--- src/rtl/cpu_sequencer_pkg.sv ---
// rtl/cpu_sequencer_pkg.sv - shared state encodings and defaults for the instruction sequencer
package cpu_sequencer_pkg;

   typedef enum logic [2:0] {
      SEQ_IDLE  = 3'd0,
      SEQ_FETCH = 3'd1,
      SEQ_EXEC  = 3'd2,
      SEQ_MEM   = 3'd3,
      SEQ_STALL = 3'd4,
      SEQ_ERROR = 3'd5
   } seq_state_t;

   localparam int          SEQ_TIMEOUT_DEFAULT = 15;
   localparam logic [15:0] SEQ_NOP_INSTR       = 16'hF000;
   localparam int          SEQ_WAIT_W          = 8;

   function automatic logic seq_is_bus_state(input seq_state_t s);
      return (s == SEQ_FETCH) || (s == SEQ_MEM);
   endfunction

endpackage

--- src/rtl/cpu_sequencer_seq_timeout_counter.sv ---
// rtl/cpu_sequencer_seq_timeout_counter.sv - per-request memory wait counter
module seq_timeout_counter
   import cpu_sequencer_pkg::*;
#(
   parameter int TIMEOUT = SEQ_TIMEOUT_DEFAULT
) (
   input  logic clk,
   input  logic reset,
   input  logic clear,
   input  logic enable,
   output logic expired
);

   localparam logic [SEQ_WAIT_W-1:0] LAST = SEQ_WAIT_W'(TIMEOUT - 1);

   logic [SEQ_WAIT_W-1:0] count;

   always_ff @(posedge clk) begin
      if (reset || clear) begin
         count <= '0;
      end else if (enable) begin
         count <= count + 1'b1;
      end
   end

   // Flags the cycle whose missed ready would bring the count up to TIMEOUT.
   assign expired = enable && (count == LAST);

endmodule

--- src/rtl/cpu_sequencer.sv ---
// rtl/cpu_sequencer.sv - fetch/execute/memory sequencer driving the memory port and commit pulses
module cpu_sequencer
   import cpu_sequencer_pkg::*;
#(
   parameter int          TIMEOUT   = SEQ_TIMEOUT_DEFAULT,
   parameter logic [15:0] NOP_INSTR = SEQ_NOP_INSTR
) (
   input  logic        clk,
   input  logic        reset,
   input  logic        mem_ready,
   input  logic [15:0] mem_rdata,
   input  logic        dec_mem_read,
   input  logic        dec_mem_write,
   input  logic        dec_mem_word,
   input  logic        dec_commit_en,
   input  logic        cond_met,
   input  logic        stall_req,
   output logic [15:0] instr,
   output logic        mem_req,
   output logic        mem_we,
   output logic        mem_word,
   output logic        mem_addr_sel,
   output logic        pc_inc,
   output logic        commit,
   output logic        bus_error,
   output logic [2:0]  state
);

   seq_state_t  state_q;
   seq_state_t  state_d;
   seq_state_t  after_instr;
   logic [15:0] instr_q;
   logic        is_read;
   logic        is_write;
   logic        fetch_done;
   logic        wait_clear;
   logic        wait_enable;
   logic        wait_expired;

   // A simultaneous read and write request resolves to a read.
   assign is_read     = dec_mem_read;
   assign is_write    = dec_mem_write & ~dec_mem_read;
   assign after_instr = stall_req ? SEQ_STALL : SEQ_FETCH;
   assign fetch_done  = (state_q == SEQ_FETCH) && mem_ready;

   always_ff @(posedge clk) begin
      if (reset) begin
         state_q <= SEQ_IDLE;
         instr_q <= NOP_INSTR;
      end else begin
         state_q <= state_d;
         if (fetch_done) begin
            instr_q <= mem_rdata;
         end
      end
   end

   always_comb begin
      state_d      = state_q;
      mem_req      = 1'b0;
      mem_we       = 1'b0;
      mem_word     = 1'b0;
      mem_addr_sel = 1'b0;
      pc_inc       = 1'b0;
      commit       = 1'b0;
      bus_error    = 1'b0;
      case (state_q)
         SEQ_IDLE: state_d = after_instr;
         SEQ_FETCH: begin
            mem_req  = 1'b1;
            mem_word = 1'b1;
            if (mem_ready) begin
               pc_inc  = 1'b1;
               state_d = SEQ_EXEC;
            end else if (wait_expired) begin
               state_d = SEQ_ERROR;
            end
         end
         SEQ_EXEC: begin
            if (is_read || is_write) begin
               state_d = SEQ_MEM;
            end else begin
               commit  = dec_commit_en & cond_met;
               state_d = after_instr;
            end
         end
         SEQ_MEM: begin
            mem_req      = 1'b1;
            mem_addr_sel = 1'b1;
            mem_we       = is_write;
            mem_word     = dec_mem_word;
            if (mem_ready) begin
               commit  = is_read & dec_commit_en & cond_met;
               state_d = after_instr;
            end else if (wait_expired) begin
               state_d = SEQ_ERROR;
            end
         end
         SEQ_STALL: state_d = after_instr;
         SEQ_ERROR: bus_error = 1'b1;
         default:   state_d = SEQ_IDLE;
      endcase
      // Reset silences the port in the same cycle so an in-flight ready cannot commit.
      if (reset) begin
         mem_req      = 1'b0;
         mem_we       = 1'b0;
         mem_word     = 1'b0;
         mem_addr_sel = 1'b0;
         pc_inc       = 1'b0;
         commit       = 1'b0;
         bus_error    = 1'b0;
      end
   end

   assign wait_clear  = (state_d != state_q);
   assign wait_enable = seq_is_bus_state(state_q) && !mem_ready;

   seq_timeout_counter #(
      .TIMEOUT (TIMEOUT)
   ) u_wait (
      .clk     (clk),
      .reset   (reset),
      .clear   (wait_clear),
      .enable  (wait_enable),
      .expired (wait_expired)
   );

   assign instr = instr_q;
   assign state = state_q;

endmodule

--- config.mk ---
export PLATFORM = sky130hd
export DESIGN_NAME = cpu_sequencer
export DESIGN_NICKNAME = d
export VERILOG_FILES = /design/src/rtl/cpu_sequencer_pkg.sv /design/src/rtl/cpu_sequencer_seq_timeout_counter.sv /design/src/rtl/cpu_sequencer.sv
export SDC_FILE = /design/constraint.sdc
export NUM_CORES = 1
export LEC_CHECK = 0
export ABC_AREA = 1
export BUFFER_PORTS_ARGS = -buffer_cell sky130_fd_sc_hd__buf_2
export CAP_MARGIN = 5
export CORE_MARGIN = 1.5
export CORE_UTILIZATION = 35
export CTS_BUF_LIST = sky130_fd_sc_hd__clkbuf_16
export CTS_CLUSTER_DIAMETER = 40
export CTS_CLUSTER_SIZE = 28
export DETAILED_ROUTE_END_ITERATION = 12
export HOLD_SLACK_MARGIN = 0.02
export MAX_ROUTING_LAYER = met4
export SLEW_MARGIN = 15
export SYNTH_ARGS = -nofsm -noshare
export SYNTH_HDL_FRONTEND = slang
export SYNTH_SLANG_ARGS = --single-unit
--- constraint.sdc ---
create_clock -name clk -period 1.4 [get_ports clk]
set_input_delay 0.07 -clock clk [delete_from_list [all_inputs] [get_ports clk]]
set_output_delay 0.07 -clock clk [all_outputs]
set_load 0.01 [all_outputs]
# Word level (Yosys, flattened, before mapping)
# Index checks and enable logic that the tools add are counted.
[totals]
input_bits = 25
register_bits = 27
[classes]
reduce_logical = 10
add_sub_neg = 1
bitwise_logic = 5
n_eq_ne = 7
mux = 23
[ops]
columns = ["op", "n"]
rows = [
  ["two-way mux 1 bit", 15],
  ["two-way mux 3 bit", 5],
  ["case mux 3 bit (5 select lines)", 1],
  ["adder 8 x 1 -> 8 bit, second input constant", 1],
  ["== test 8 x 4 -> 1 bit, second input constant", 1],
  ["== test 3 x 2 -> 1 bit, second input constant", 2],
  ["== test 3 bit, second input constant", 2],
  ["bitwise AND 1 bit", 4],
  ["case mux 1 bit (2 select lines)", 2],
  ["OR reduction 2 bit", 2],
  ["== test 3 x 1 -> 1 bit, second input constant", 1],
  ["logical AND 1 bit", 3],
  ["logical NOT 3 bit", 1],
  ["logical OR 1 bit", 3],
  ["inequality test 3 bit", 1],
  ["logical NOT 1 bit", 1],
  ["NOT 1 bit", 1],
]

# Longest topological paths before layout
# Gate-level depths: netlist of the first run.
[depth]
depth_word = 9
depth_mapped = 11
depth_no_buf = 11

# Hierarchy
# Synthesis of the first run repeated with hierarchy kept, for this count alone.
[hier_totals]
cells_unflattened = 199
hier_area_um2 = 1343.8
[by_module_without_submodules]
columns = ["mod", "cells_each", "area_per_inst_um2", "instances"]
rows = [
  ["cpu_sequencer", 142, 932.1, 1],
  ["seq_timeout_counter", 57, 411.6, 1],
]

# Worst setup path after synthesis of the first run
# No wires, ideal clock.
[synth_timing]
path_kind = "reg-to-reg"
start = "register state_q[0], in the netlist state[0]"
end = "register u_wait.count[0]"
t_required_ns = 1.336
setup_ns = 0.064
path_stages_with_launch = 11
arrival_ns = 1.355
path_slack_ns = -0.020
cell_sequence = "dfxtp_1 > inv_2 > nor2_4 > nand3_4 > nand2_1 > inv_2 > nand3_1 > nand2_2 > nor2_4 > nand3_4 > nor2_2"
[synth_between]
elab_chain_len = 9
word_cells_on_any_way = 16
[synth_lines]
columns = ["element", "line_no", "rtl"]
rows = [
  ["start, declared", "cpu_sequencer.sv:29", "seq_state_t state_q;"],
  ["start signal, assigned", "cpu_sequencer.sv:51", "state_q <= state_d;"],
  ["== test 3 x 1 -> 1 bit / == test 3 x 2 -> 1 bit (equally long branches)", "cpu_sequencer_pkg.sv:18, cpu_sequencer.sv:67", ""],
  ["logical OR 1 bit", "cpu_sequencer_pkg.sv:18", "return (s == SEQ_FETCH) || (s == SEQ_MEM);"],
  ["logical AND 1 bit", "cpu_sequencer.sv:116", "assign wait_enable = seq_is_bus_state(state_q) && !mem_ready;"],
  ["logical AND 1 bit", "cpu_sequencer_seq_timeout_counter.sv:27", "assign expired = enable && (count == LAST);"],
  ["two-way mux 3 bit", "cpu_sequencer.sv:75, cpu_sequencer.sv:95", ""],
  ["two-way mux 3 bit (on tied branches)", "cpu_sequencer.sv:92, cpu_sequencer.sv:72", ""],
  ["case mux 3 bit (5 select lines)", "cpu_sequencer.sv:67", "case (state_q)"],
  ["inequality test 3 bit", "cpu_sequencer.sv:115", "assign wait_clear = (state_d != state_q);"],
  ["logical OR 1 bit", "cpu_sequencer_seq_timeout_counter.sv:19", "if (reset || clear) begin"],
  ["end signal, assigned", "cpu_sequencer_seq_timeout_counter.sv:22", "count <= count + 1'b1;"],
  ["end, declared", "cpu_sequencer_seq_timeout_counter.sv:16", "logic [SEQ_WAIT_W-1:0] count;"],
]
# Several ways; a longest one is shown, not always the timed one.
# A chain may end at the register's enable or synchronous reset.

# Final worst setup path of the first run
[layout_timing]
start = "register state_q[0], in the netlist state[0]"
end = "output port pc_inc"
[layout_between]
elab_chain_len = 3
[layout_lines]
columns = ["element", "line_no", "rtl"]
rows = [
  ["== test 3 x 1 -> 1 bit", "cpu_sequencer.sv:67", ""],
  ["two-way mux 1 bit", "cpu_sequencer.sv:67", ""],
  ["two-way mux 1 bit", "cpu_sequencer.sv:104", "if (reset) begin"],
  ["end, declared", "cpu_sequencer.sv:23", "output logic pc_inc,"],
]
# No other way between the ends.

==> results of run 1 <==
[what timing repair did]
action | 4_1_cts | 5_1_grt
hold buffers | 3 | 0
hold endpoints to repair | 3 | 0
buffers inserted | 9 | 2
setup endpoints to repair | 12 | 30
gates resized for setup | 15 | 35
pin swaps | 9 | 8
[worst register-to-register path: cells and delay by family, from the launching register on]
kind	cells	cell delay, ns
DFF	1	0.35
buffers and inverters	3	0.23
and+or+nand+nor	8	0.78
[power by group]
group          internal (mW)  switching, mW  total, mW
clock                  0.384          0.237      0.621
sequential             0.814         0.0283      0.842
combinational          0.265          0.284      0.549
[logic make-up (layout without fill, tap and decap cells)]
family / Yosys count / count (layout) / share of synthesized area
adder cells (fa/ha/maj): 2 / 2 / 0.0185
AO/OA/AOI/OAI: 20 / 20 / 0.0795
flip-flops: 27 / 27 / 0.399
buffers and inverters: 26 / 105 / 0.0730
AND/OR/NAND/NOR: 108 / 108 / 0.384
XOR/XNOR: 7 / 7 / 0.0453
[flip-flops by register name, summed over array words and instances (netlist names)]
register      count
instr            16
u_wait.count      8
state             3
[layout make-up]
type,count,area [sq um]
clock buffers,3,75.1
flip-flops and latches,27,548
clock inverters,1,5.00
fillers,363,1560
inverters,22,85.1
repair buffers,79,544
well taps,48,60.1
multi-input cells,137,811
[metrics by stage]
step	std cells	TNS [ns]	power, mW	utilization
after detailed placement	299	0	1.26	0.481
after CTS	315	-0.223	1.97	0.549
after floorplan	190	0	1.08	-
after global routing	317	-1.33	2.13	0.577
final	317	-0.114	2.01	0.577
after global placement	299	-0.00862	1.26	0.481
[placed cells by master (no fill, tap or decap), types with 2 or more instances in the layout]
master	netlist	routed
nor2_2	8	13
xor2_1	4	4
buf_12	0	3
nor2_4	2	4
dlygate4sd3_1	0	3
nand3_2	2	4
nand3_1	16	13
nand2_2	2	7
ha_1	2	2
nand2_4	1	3
o21ai_1	0	7
nand2_1	29	22
buf_2	1	48
buf_4	0	19
dfxtp_2	0	3
nand3_4	2	3
o21ai_0	15	6
dfxtp_1	27	23
nor2_1	42	35
buf_6	0	5
a21oi_1	2	2
inv_2	5	5
o21ai_2	1	3
inv_1	17	16
clkbuf_16	0	3
xnor2_1	3	3
[worst paths after layout]
path | startpoint | end | slack, ns | cells after the start
setup / recovery | state[0] | pc_inc | -0.03 | 7
hold / removal | mem_rdata[13] | instr[13] | 0.02 | 3
setup reg to reg | state[0] | u_wait.count[4] | -0.01 | 11
hold reg to reg | instr[12] | instr[12] | 0.48 | 2
[metal layers]
layer	track usage	vias to the layer above	routed length (um)
met4	0.0417	0	38
met5	-	-	0
li1	-	757	-
met1	0.235	651	1610
met2	0.273	43	1610
met3	0.0274	4	217
==> impl_metrics.csv, run 1 <==
group,metric,value,unit
status,status,"finished, violations left",
status,violations,"setup timing",
timing,fin_crit,1.43,ns
job,maxCapViolations,0,
setup_path,critical_path.cell_chain,"inv_2, nor2_4, buf_12, nand3_4, buf_12, nor2_1, buf_2",
placed_design,gp_congestion,0.814,
synthesis,synth-edff-count,0,
setup_path,arrival,1.36,ns
clocking,clkLatencyLatePin,0.25,ns
setup_path,worstSetupEndpointType,"output pin",
worst_hold_path,hp-class,"in -> reg",
timing,rsz0062_at_grt,"yes",
synthesis,synthTopCellsByCount,"nor2_1, nand2_1, dfxtp_1",
grt,grt_pass1_vias,1321,
setup_path,critPathSlowestCell,"dfxtp_2",
drt,drtIter0Drc,72,
timing,max-slew-margin-rel,0.674,
drt,post-route-drc-count,0,
final_layout,num-nets-final,297,
timing,setup_viol_count_final,10,
timing,hold_violations,0,
clocking,cts_buffers,3,
setup_path,startpoint_type,"flip-flop",
synthesis,syn_nets,217,
drt,vias,1455,
synthesis,yosysUniqueCellTypes,25,
floorplan,fp.dieH,65.2,um
pwr,ir_worst_vdd,586,uV
timing,clock.fmax,700,MHz
pwr,leakage,1.00,nW
synthesis,synth_seq_cells,27,
clocking,cts_max_level,1,
drt,ant_nets,0,
clocking,cts_tree,"done",
floorplan,initial_utilization,0.367,
floorplan,rows,22,
drt,via_per_inst,4.59,
synthesis,async_flop_share,0,
timing,fin_worst_skew,0.00420,ns
synthesis,synthCells,190,
synthesis,yosysSeqAreaShare,0.399,
synthesis,netlist_area,0.00135,sq mm
final_layout,drive_gt1_frac,0.480,
setup_path,crit_type,"reg -> out",
placed_design,io_buffers,50,
final_layout,antenna_cells,0,
floorplan,fp.coreArea,0.00369,sq mm
timing,worst_pin_slew,0.488,ns
clocking,cts_max_path_buffers,2,
synthesis,synth_area_leaders,"dfxtp_1, nor2_1, nand2_1",
placed_design,dpl-instance-area,0.00178,sq mm
floorplan,die_area,0.00425,sq mm
drt,drt-wirelength-per-cell,11.0,um
synthesis,synth_top_area_frac,0.399,
timing,slew_violations,0,
final_layout,syn2layout_area_growth,57.2,%
timing,period_share,1.02,
grt,grt_first_pass_wirelength,5740,um
setup_path,cp_data_required_time,1.33,ns
grt,antenna_found_initial,0,
clocking,cts_sinks,27,
setup_path,crit_fanout,4,
drt,wirelength,3480,um
synthesis,synth.most_common_cell,"nor2_1",
drt,firstDrtPassIters,4,
synthesis,synth.avg_cell_area,7.13,sq um
placed_design,dp_slack,0.00432,ns
setup_path,path_buf_inv,4,
setup_path,cpMostUsedCell,"buf_12",
pwr,p_per_area,945,mW/mm^2
timing,hold_ws,0.0250,ns
timing,setup_slack,-0.0295,ns
setup_path,critPathTopFamily,"buffers and inverters",
clocking,cts-root-buf,"clkbuf_16",
setup_path,cpPeakStageDelay,0.35,ns
final_layout,design_area,0.00213,sq mm
placed_design,dpl.hpwl,2460,um
grt,grt.total_usage,0.173,
floorplan,die_x,65.2,um
synthesis,ys.flop_type,"dfxtp_1",
grt,grt_max_degree,16,
floorplan,io_pins,51,
grt,overflow,0,
clocking,path_clk_slew,0.06,ns
synthesis,ys_warn_count,0,
synthesis,synth_area_leader_cell,"dfxtp_1",
(Power assumes the default switching activity.)
==> run 2: changes to the inputs <==
--- a/config.mk
+++ b/config.mk
@@ -7,6 +7,6 @@
 export LEC_CHECK = 0
 export ABC_AREA = 1
-export BUFFER_PORTS_ARGS = -buffer_cell sky130_fd_sc_hd__buf_2
 export CAP_MARGIN = 5
+export CORE_ASPECT_RATIO = 0.9
 export CORE_MARGIN = 1.5
 export CORE_UTILIZATION = 35
@@ -15,4 +15,5 @@
 export CTS_CLUSTER_SIZE = 28
 export DETAILED_ROUTE_END_ITERATION = 12
+export DONT_BUFFER_PORTS = 1
 export HOLD_SLACK_MARGIN = 0.02
 export MAX_ROUTING_LAYER = met4
==> constraint.sdc (replaced) <==
create_clock -name clk -period 1.4 [get_ports clk]
set_input_delay 0.07 -clock clk [delete_from_list [all_inputs] [get_ports clk]]
set_output_delay 0.07 -clock clk [all_outputs]
set_load 0.02 [all_outputs]
==> run 2 against run 1 <==
  * Critical path depth unchanged
  * Largest cell class unchanged
  * Largest power group unchanged
  * Wire length up 12%
  * Flip-flop and latch count unchanged
  * Highest routed layer unchanged
  * The flow still finishes with violations (setup timing)
  * Cell count decreased by 7.3%
  * Clock-buffer cell count unchanged
  * Sequential share of layout area fell by 1.5 points
  * Clock skew down 0.0029 ns
  * Die area hardly changed
  * Clock power up 6.9%
==> impl_metrics.csv, run 2 (same netlist as run 1, synthesis figures left out) <==
group,metric,value,unit
status,status,"finished, violations left",
status,violations,"setup timing",
placed_design,dpl-instance-area,0.00164,sq mm
setup_path,r2r_cells,10,
pwr,pwr-share-seq,0.428,
clocking,path_clk_slew,0.07,ns
clocking,cts_tree,"done",
timing,hold_ws,0.0302,ns
pwr,total_power,2.11,mW
timing,period_share,1.06,
setup_path,cp_data_required_time,1.33,ns
final_layout,largest_reg_flops,16,
floorplan,die_x,68.6,um
pwr,ir_worst_vdd,686,uV
floorplan,fp.dieH,62,um
final_layout,num-nets-final,276,
clocking,cts_buffers,3,
placed_design,dp_slack,-0.0175,ns
final_layout,drive_gt1_frac,0.440,
grt,grt_first_pass_wirelength,5870,um
pwr,p_clk_frac,0.314,
final_layout,design_area,0.00227,sq mm
drt,post-route-drc-count,0,
clocking,cts_max_level,1,
setup_path,startpoint_type,"flip-flop",
floorplan,die_area,0.00425,sq mm
setup_path,r2r-end,"u_wait.count[3]",
drt,firstDrtPassIters,5,
setup_path,reg2reg_from,"state[0]",
clocking,cts-root-buf,"clkbuf_16",
final_layout,antenna_cells,0,
floorplan,initial_utilization,0.365,
timing,worst_pin_slew,0.320,ns
final_layout,fillers,311,
worst_hold_path,hp-start,"mem_ready",
timing,hold_violations,0,
pwr,power_switching,645,uW
final_layout,syn2layout_area_growth,67.8,%
drt,via_per_inst,4.85,
pwr,leakage,0.956,nW
setup_path,r2r_slack,-0.05,ns
drt,wirelength,3910,um
setup_path,worstSetupEndpointType,"output pin",
timing,rsz0062_at_grt,"yes",
placed_design,dpl.hpwl,2330,um
pwr,p_per_area,930,mW/mm^2
drt,drt-wirelength-per-cell,13.3,um
grt,antenna_found_initial,0,
clocking,cts_sinks,27,
worst_hold_path,hp-class,"in -> reg",
grt,overflow,0,
grt,grt_max_degree,17,
final_layout,final_common_cell,"buf_4",
worst_hold_path,min_to,"state[1]",
timing,clock.fmax,673,MHz
placed_design,gp_congestion,0.786,
timing,setup_slack,-0.0866,ns
floorplan,io_pins,51,
pwr,power.internal,1.47,mW
clocking,cts_max_path_buffers,2,
setup_path,crit_fanout,8,
worst_hold_path,min_path_cells,3,
pwr,pwr-share-comb,0.257,
grt,grt.total_usage,0.192,
timing,slew_violations,0,
job,maxCapViolations,0,
timing,tns,-0.484,ns
grt,grt_pass1_vias,1379,
drt,vias,1427,
timing,max-slew-margin-rel,0.787,
floorplan,rows,21,
final_layout,stdcell_count,294,
timing,setup_viol_count_final,12,
placed_design,io_buffers,0,
final_layout,final_cell_mix,"buf_4, dfxtp_1, nand2_1, nor2_1, dlygate4sd3_1",
clocking,clkLatencyLatePin,0.26,ns
drt,drtIter0Drc,44,
drt,ant_nets,0,
floorplan,fp.coreArea,0.00370,sq mm
final_layout,final_util,0.613,
pwr,swShare,0.305,
timing,fin_worst_skew,0.00128,ns
placed_design,dp_cells,260,
timing,fin_crit,1.49,ns
setup_path,arrival,1.42,ns
setup_path,crit_type,"reg -> out",
[run 2: cell count changes in the layout (fill, tap and decap cells not counted), moves of 2 or more]
cell	previous run	this run
buf_2	48	0
buf_4	19	26
buf_6	5	12
dfxtp_2	3	0
dfxtp_4	1	3
dlygate4sd3_1	3	17
inv_2	5	2
inv_4	1	3
nor2_1	35	23
nor2_2	13	16
nor2_4	4	13
o21ai_1	7	4
o21ai_2	3	6
[run 2: area by class of cell]
class | count | area, sq um | area share
clock inverter | 1 | 7.51 | 0.00330
inverter | 22 | 97.6 | 0.0430
sequential | 27 | 552 | 0.243
tap | 46 | 57.6 | 0.0253
multi-input combinational | 137 | 917 | 0.404
timing repair buffer | 58 | 566 | 0.249
clock buffer | 3 | 75.1 | 0.0330
[run 2: power groups by stage]
stage | registers, mW | logic, mW | clock network (mW)
after floorplan | 0.914 | 0.206 | 0
after global placement | 0.911 | 0.335 | 0
after detailed placement | 0.912 | 0.337 | 0
after CTS | 0.895 | 0.423 | 0.665
after global routing | 0.910 | 0.589 | 0.697
final | 0.905 | 0.544 | 0.664
[run 2: worst max path at each step]
stage	slack (ns)	end	cells after the start	start
after CTS	-0.08	mem_word	8	state[0]
after global routing	-0.15	u_wait.count[3]	9	state[0]
final	-0.09	pc_inc	7	state[0]
after detailed placement	-0.02	u_wait.count[0]	8	state[1]
after global placement	-0.01	u_wait.count[1]	8	state[1]
after floorplan	0.02	u_wait.count[0]	10	state[0]
[run 2: routing by layer]
layer,track usage,wire length [um],vias to the layer above
met2,0.323,2000,45
met3,0.0468,210,6
li1,-,-,714
met5,-,0,-
met4,0.0629,49,0
met1,0.226,1650,662
[run 2: worst max-delay path, cell delays in order (launching register included)]
cell and delay (ns):
dfxtp_4 0.37, inv_4 0.04, nor2_4 0.18, nand3_4 0.10
buf_6 0.13, buf_12 0.13, nor2_4 0.08, buf_6 0.12
[run 2: timing repair]
| item | CTS | global route |
|---|---|---|
| setup buffers | 5 | 7 |
| hold buffers | 17 | 0 |
| hold endpoints to repair | 19 | 0 |
| pin swaps | 7 | 19 |
| cloned | 0 | 1 |
| gates resized for setup | 17 | 66 |
| setup endpoints to repair | 13 | 27 |
